$ cat src/rtl/matrix_add_feeder_pkg.sv
// Shared definitions for the matrix feeder and the downstream add engine:
// state encoding, engine opcode offsets and the element stride.
package matrix_add_feeder_pkg;

  typedef enum logic [2:0] {
    ST_IDLE   = 3'd0,
    ST_CLR    = 3'd1,
    ST_RD_A   = 3'd2,
    ST_WAIT_A = 3'd3,
    ST_RD_B   = 3'd4,
    ST_WAIT_B = 3'd5,
    ST_ISSUE  = 3'd6,
    ST_FIN    = 3'd7
  } feeder_state_e;

  localparam int OP_NEXT  = 0;
  localparam int OP_GET   = 1;
  localparam int OP_RESET = 2;

  localparam logic [31:0] WORD_STRIDE = 32'd4;

  function automatic logic [7:0] opcode(input int base, input int op);
    return 8'(base + op);
  endfunction

endpackage

$ cat src/rtl/matrix_add_feeder.sv
// Streams element pairs of two matrices from an Avalon-MM read master into
// the add engine: one RESET command per job, then one NEXT command per pair.
module matrix_add_feeder
  import matrix_add_feeder_pkg::*;
#(
  parameter int N_OFFSET    = 0,
  parameter int MAX_COUNT_W = 16
) (
  input  logic                   clk,
  input  logic                   reset,
  input  logic                   go,
  input  logic [31:0]            base_a,
  input  logic [31:0]            base_b,
  input  logic [MAX_COUNT_W-1:0] count,
  output logic                   busy,
  output logic                   job_done,
  output logic [MAX_COUNT_W-1:0] issued,
  output logic [31:0]            avm_address,
  output logic                   avm_read,
  input  logic                   avm_waitrequest,
  input  logic [31:0]            avm_readdata,
  input  logic                   avm_readdatavalid,
  output logic                   add_start,
  output logic [7:0]             add_n,
  output logic [31:0]            add_dataa,
  output logic [31:0]            add_datab,
  input  logic                   add_done
);

  localparam logic [7:0] N_NEXT  = opcode(N_OFFSET, OP_NEXT);
  localparam logic [7:0] N_RESET = opcode(N_OFFSET, OP_RESET);

  feeder_state_e          state_q, state_d;
  logic [31:0]            ptrA_q, ptrA_d;
  logic [31:0]            ptrB_q, ptrB_d;
  logic [MAX_COUNT_W-1:0] count_q, count_d;
  logic [MAX_COUNT_W-1:0] issued_q, issued_d;
  logic [31:0]            dataA_q, dataA_d;
  logic [31:0]            dataB_q, dataB_d;
  logic [MAX_COUNT_W:0]   issuedInc;

  // One extra bit so the "more pairs left" compare cannot overflow at max count.
  assign issuedInc = {1'b0, issued_q} + {{MAX_COUNT_W{1'b0}}, 1'b1};

  always_ff @(posedge clk or posedge reset) begin
    if (reset) begin
      state_q  <= ST_IDLE;
      ptrA_q   <= '0;
      ptrB_q   <= '0;
      count_q  <= '0;
      issued_q <= '0;
      dataA_q  <= '0;
      dataB_q  <= '0;
    end else begin
      state_q  <= state_d;
      ptrA_q   <= ptrA_d;
      ptrB_q   <= ptrB_d;
      count_q  <= count_d;
      issued_q <= issued_d;
      dataA_q  <= dataA_d;
      dataB_q  <= dataB_d;
    end
  end

  always_comb begin
    state_d     = state_q;
    ptrA_d      = ptrA_q;
    ptrB_d      = ptrB_q;
    count_d     = count_q;
    issued_d    = issued_q;
    dataA_d     = dataA_q;
    dataB_d     = dataB_q;
    avm_read    = 1'b0;
    avm_address = '0;
    add_start   = 1'b0;
    add_n       = '0;

    unique case (state_q)
      ST_IDLE: begin
        if (go) begin
          ptrA_d   = base_a;
          ptrB_d   = base_b;
          count_d  = count;
          issued_d = '0;
          state_d  = ST_CLR;
        end
      end
      ST_CLR: begin
        add_start = 1'b1;
        add_n     = N_RESET;
        if (add_done) begin
          state_d = (count_q != '0) ? ST_RD_A : ST_FIN;
        end
      end
      ST_RD_A: begin
        avm_read    = 1'b1;
        avm_address = ptrA_q;
        if (!avm_waitrequest) begin
          state_d = ST_WAIT_A;
        end
      end
      // Read data is only accepted here, so stray or aborted returns are dropped.
      ST_WAIT_A: begin
        if (avm_readdatavalid) begin
          dataA_d = avm_readdata;
          state_d = ST_RD_B;
        end
      end
      ST_RD_B: begin
        avm_read    = 1'b1;
        avm_address = ptrB_q;
        if (!avm_waitrequest) begin
          state_d = ST_WAIT_B;
        end
      end
      ST_WAIT_B: begin
        if (avm_readdatavalid) begin
          dataB_d = avm_readdata;
          state_d = ST_ISSUE;
        end
      end
      ST_ISSUE: begin
        add_start = 1'b1;
        add_n     = N_NEXT;
        if (add_done) begin
          issued_d = issuedInc[MAX_COUNT_W-1:0];
          ptrA_d   = ptrA_q + WORD_STRIDE;
          ptrB_d   = ptrB_q + WORD_STRIDE;
          state_d  = (issuedInc < {1'b0, count_q}) ? ST_RD_A : ST_FIN;
        end
      end
      ST_FIN: begin
        state_d = ST_IDLE;
      end
      default: begin
        state_d = ST_IDLE;
      end
    endcase
  end

  assign busy      = (state_q != ST_IDLE);
  assign job_done  = (state_q == ST_FIN);
  assign issued    = issued_q;
  assign add_dataa = dataA_q;
  assign add_datab = dataB_q;

endmodule

$ cat config.mk
export PLATFORM = sky130hd
export DESIGN_NAME = matrix_add_feeder
export DESIGN_NICKNAME = d
export VERILOG_FILES = /design/src/rtl/matrix_add_feeder_pkg.sv /design/src/rtl/matrix_add_feeder.sv
export SDC_FILE = /design/constraint.sdc
export NUM_CORES = 1
export LEC_CHECK = 0
export BUFFER_PORTS_ARGS = -buffer_cell sky130_fd_sc_hd__buf_2
export CORE_MARGIN = 8
export CORE_UTILIZATION = 53
export DETAILED_ROUTE_END_ITERATION = 16
export PLACE_DENSITY = 0.81
export RECOVER_POWER = 100
export SLEW_MARGIN = 25
export SYNTH_ARGS = -nofsm -noshare
export SYNTH_HDL_FRONTEND = slang
export SYNTH_SLANG_ARGS = --single-unit
export TNS_END_PERCENT = 100
$ cat constraint.sdc
create_clock -name clk -period 7.1 [get_ports clk]
set_clock_uncertainty 0.2 [all_clocks]
set_input_delay 0.71 -clock clk [delete_from_list [all_inputs] [get_ports clk]]
set_output_delay 0.71 -clock clk [all_outputs]
set_load 0.005 [all_outputs]
==> key figures <==
Outcome
  – Run status: finished, violations left
  – Failing checks: max-capacitance violations, max-slew violations

Global routing
  – Pin count of the biggest net entering global routing: 98
  – Tot GR Track Use: 24.6%
  – Number of global-route vias before repair: 7,753
  – First-pass GRT wire length: 40,300 um
  – Total congestion overflow: 0
  – Initial antenna violation count: 2

Yosys
  – Most area-consuming cells after synthesis: sky130_fd_sc_hd__dfrtp_1, sky130_fd_sc_hd__mux2_2, sky130_fd_sc_hd__nand2_1
  – Mean cell area of the mapped netlist: 9.57 um2
  – Cell accounting for the most synthesized area: sky130_fd_sc_hd__dfrtp_1
  – Yosys warns: 0
  – Most instantiated flip-flop cell in the synthesis netlist: sky130_fd_sc_hd__dfrtp_1
  – Number of flip-flops and latches in the synthesized netlist: 163
  – Fraction of the yosys area taken by sequential cells: 46.7%
  – Share of async-settable or async-resettable flops after synthesis: 100%
  – Number of cells produced by synthesis: 913
  – EDFF count, synth: 0
  – Synth Cell Area: 8730 um2
  – Number of distinct library cells after synthesis: 57
  – Fraction of synthesized cell area taken by the top area cell type: 46.7%

Clock tree
  – Skew-Pair Late Insertion Delay: 0.42 ns
  – CTS H-tree lvls: 4
  – CTS sink count: 163
  – Setup Fix Bufs, Post-CTS: 0
  – Clock-pin transition on the worst setup and hold timing paths: 0.07 ns
  – Library cell used as clock root buffer: sky130_fd_sc_hd__clkbuf_16
  – CTS buffer count: 17
  – Cells resized by post-CTS repair: 0
  – Buffer levels on the longest clock path: 2
  – CTS tree: built
  – Number of hold buffers added after cts: 0

Timing
  – Slew of the pin with the lowest slew margin: 3.44 ns
  – Sum of negative setup slack: 0 ns
  – Least setup slack across all paths after layout: 2.60 ns
  – Final clock period utilization by the worst path: 63.4%
  – Worst rel slew slack: -129%
  – Setup repair after global routing missed its margin: false
  – Final setup violating endpoints: 0
  – Final critical delay including setup and external delays: 4.50 ns
  – Final Hold Viols: 0
  – Max frequency: 0.222 GHz
  – Final Max Tran Viols: 284

Pwr
  – Fraction of power consumed by combinational cells: 37.5%
  – NetSw: 1.73 mW
  – Static power due to leakage: 4.74 nW
  – Cell Int Power: 2.56 mW
  – Reg power frac: 41.3%
  – Peak ir drop on the vdd network: 0.282 mV
  – Net Sw Frac: 40.3%
  – Clock power frac: 21.2%
  – Power per standard cell area: 409 nW/um2

Worst setup path
  – Critical path endpoint category: asynchronous set/reset pin
  – Startpoint Class: primary input
  – Highest fanout seen on the critical path: 67
  – Arrival time worst endpoint: 4.05 ns
  – Critical Setup Path Class: primary input to asynchronous set/reset pin
  – Data required time at the worst endpoint: 6.65 ns

Place
  – DP Area: 10,000 um2
  – Worst setup slack before clock tree synthesis: 3.63 ns
  – Final GP Congestion: 0.856
  – Detail Placement HPWL: 18,300 um
  – Total of buffers placed on input and output ports: 234

Routing
  – Post-route antenna net violation count: 0
  – Total detailed-routing wirelength: 25,700 um
  – Routed length per placed instance: 19.0 um
  – Total number of vias: 8,019
  – Average via count per standard cell: 5.94
  – Violation count after the first detailed-routing iteration: 875
  – Drt pass-1 iters: 5
  – Drc violations: 0

Finish
  – Area growth from synthesis to layout: 20.0%
  – Final-layout fill cell count: 1,435
  – Final Net Count: 1,254
  – Utilization of the core after routing: 64.1%
  – Final standard cell area without fillers: 10,500 um2
  – Ratio of cells with drive above 1 in the final layout: 22.5%
  – Number of inserted diodes: 0

Flow run
  – Max-capacitance violation count: 6

Die
  – Horizontal die dimension: 144 um
  – Overall die area: 20,800 um2
  – Die Y-Extent: 144 um
  – Effective utilization at floorplan: 53.4%
  – Number of ports placed on the die boundary: 242
  – Number of placement rows: 47
  – Area of the core region: 16,300 um2

Hold path
  – Path class of the lowest-slack min-delay path: primary input to flop
[synth_stat cells, types with 18 or more instances]
master	n
sky130_fd_sc_hd__a21oi_1	63
sky130_fd_sc_hd__dfrtp_1	163
sky130_fd_sc_hd__nand2_1	132
sky130_fd_sc_hd__ha_1	18
sky130_fd_sc_hd__a22o_1	39
sky130_fd_sc_hd__and3_1	19
sky130_fd_sc_hd__nor2_1	34
sky130_fd_sc_hd__o21ai_0	67
sky130_fd_sc_hd__clkbuf_1	51
sky130_fd_sc_hd__nand3_1	41
sky130_fd_sc_hd__inv_1	25
sky130_fd_sc_hd__mux2_2	64
[stage by stage]
step / power, mW / hold slack, ns / std cells
CTS: 4.36 / 0.259 / 1349
global route: 4.60 / 0.286 / 1351
finish: 4.29 / 0.267 / 1351
detailed placement: 3.45 / 0.273 / 1317
floorplan: 2.76 / 0.246 / 919
global placement: 3.38 / 0.259 / 1317
[sequential cells by signal, summed over array words and instances, names as in the netlist]
signal     count
ptrB_q        32
state_q        3
ptrA_q        32
issued        16
add_dataa     32
add_datab     32
count_q       16
[logic make-up (layout without fill, tap and decap cells)]
logic type	after synthesis	in the layout	synth area share (%)
simple gates	300	300	16.6
mux	81	81	10.2
xor+xnor	16	16	1.60
buf+inv	91	303	4.35
fa+ha+maj	18	18	2.58
other cells	1	7	0.0429
compound gates	243	243	17.9
flops	163	163	46.7
[cells in the final DEF (no fill, tap or decap), types with 7 or more instances in the layout]
master / netlist / final
sky130_fd_sc_hd__dfrtp_1: 163 / 163
sky130_fd_sc_hd__a21oi_1: 63 / 63
sky130_fd_sc_hd__a31oi_1: 11 / 11
sky130_fd_sc_hd__nor3_1: 14 / 14
sky130_fd_sc_hd__clkbuf_1: 51 / 99
sky130_fd_sc_hd__or3_1: 7 / 7
sky130_fd_sc_hd__o21ai_0: 67 / 67
sky130_fd_sc_hd__and3_1: 19 / 19
sky130_fd_sc_hd__clkbuf_16: 0 / 17
sky130_fd_sc_hd__o31ai_1: 7 / 7
sky130_fd_sc_hd__nand2_1: 132 / 132
sky130_fd_sc_hd__xnor2_1: 10 / 10
sky130_fd_sc_hd__o22ai_1: 10 / 10
sky130_fd_sc_hd__nor4_1: 8 / 8
sky130_fd_sc_hd__a22o_1: 39 / 39
sky130_fd_sc_hd__mux2i_1: 17 / 17
sky130_fd_sc_hd__nand3_1: 41 / 41
sky130_fd_sc_hd__nand4_1: 15 / 15
sky130_fd_sc_hd__ha_1: 18 / 18
sky130_fd_sc_hd__conb_1: 1 / 7
sky130_fd_sc_hd__a32oi_1: 16 / 16
sky130_fd_sc_hd__mux2_2: 64 / 64
sky130_fd_sc_hd__buf_2: 3 / 141
sky130_fd_sc_hd__nor2_1: 34 / 34
sky130_fd_sc_hd__inv_1: 25 / 24
[power by group through the flow]
stage	clock network, mW	logic [mW]	registers (mW)
2_1_floorplan	0	1.09	1.67
3_3_place_gp	0	1.63	1.75
3_5_place_dp	0	1.68	1.77
4_1_cts	0.919	1.68	1.76
5_1_grt	0.959	1.81	1.83
6_report	0.908	1.61	1.77
[final timing paths]
| check | cells after the start | end | startpoint | slack [ns] |
|---|---|---|---|---|
| worst min-delay path | 3 | count_q[0] | count[0] | 0.27 |
| worst min register to register | 2 | ptrA_q[0] | ptrA_q[0] | 0.28 |
| min in group asynchronous | 2 | ptrA_q[6] | reset | 0.33 |
| max in group clk | 7 | ptrA_q[16] | state_q[1] | 2.75 |
| worst max register to register | 7 | ptrA_q[16] | state_q[1] | 2.75 |
| worst max-delay path | 3 | add_datab[2] | reset | 2.60 |
[routing by layer]
layer / track usage [%] / share of wire, % / vias to the layer above
li1: - / - / 3728
met1: 30.6 / 38 / 3839
met2: 38.1 / 47 / 398
met3: 10.4 / 13 / 50
met4: 7.78 / 1.9 / 4
met5: 0 / 0.086 / -
[worst max-delay path: stages]
cell	delay, ns
sky130_fd_sc_hd__buf_2	0.10
sky130_fd_sc_hd__clkinvlp_2	0.71
sky130_fd_sc_hd__clkbuf_1	2.48
[layout make-up]
cell class,count,area (um2),area share [%]
clock buffers,17,425,4.06
clock inverters,15,163,1.55
inverters,25,95.1,0.907
multi-input cells,665,4300,41.1
flip-flops and latches,163,4080,38.9
well taps,220,275,2.63
repair buffers,246,1140,10.9
(Power assumes the default switching activity.)
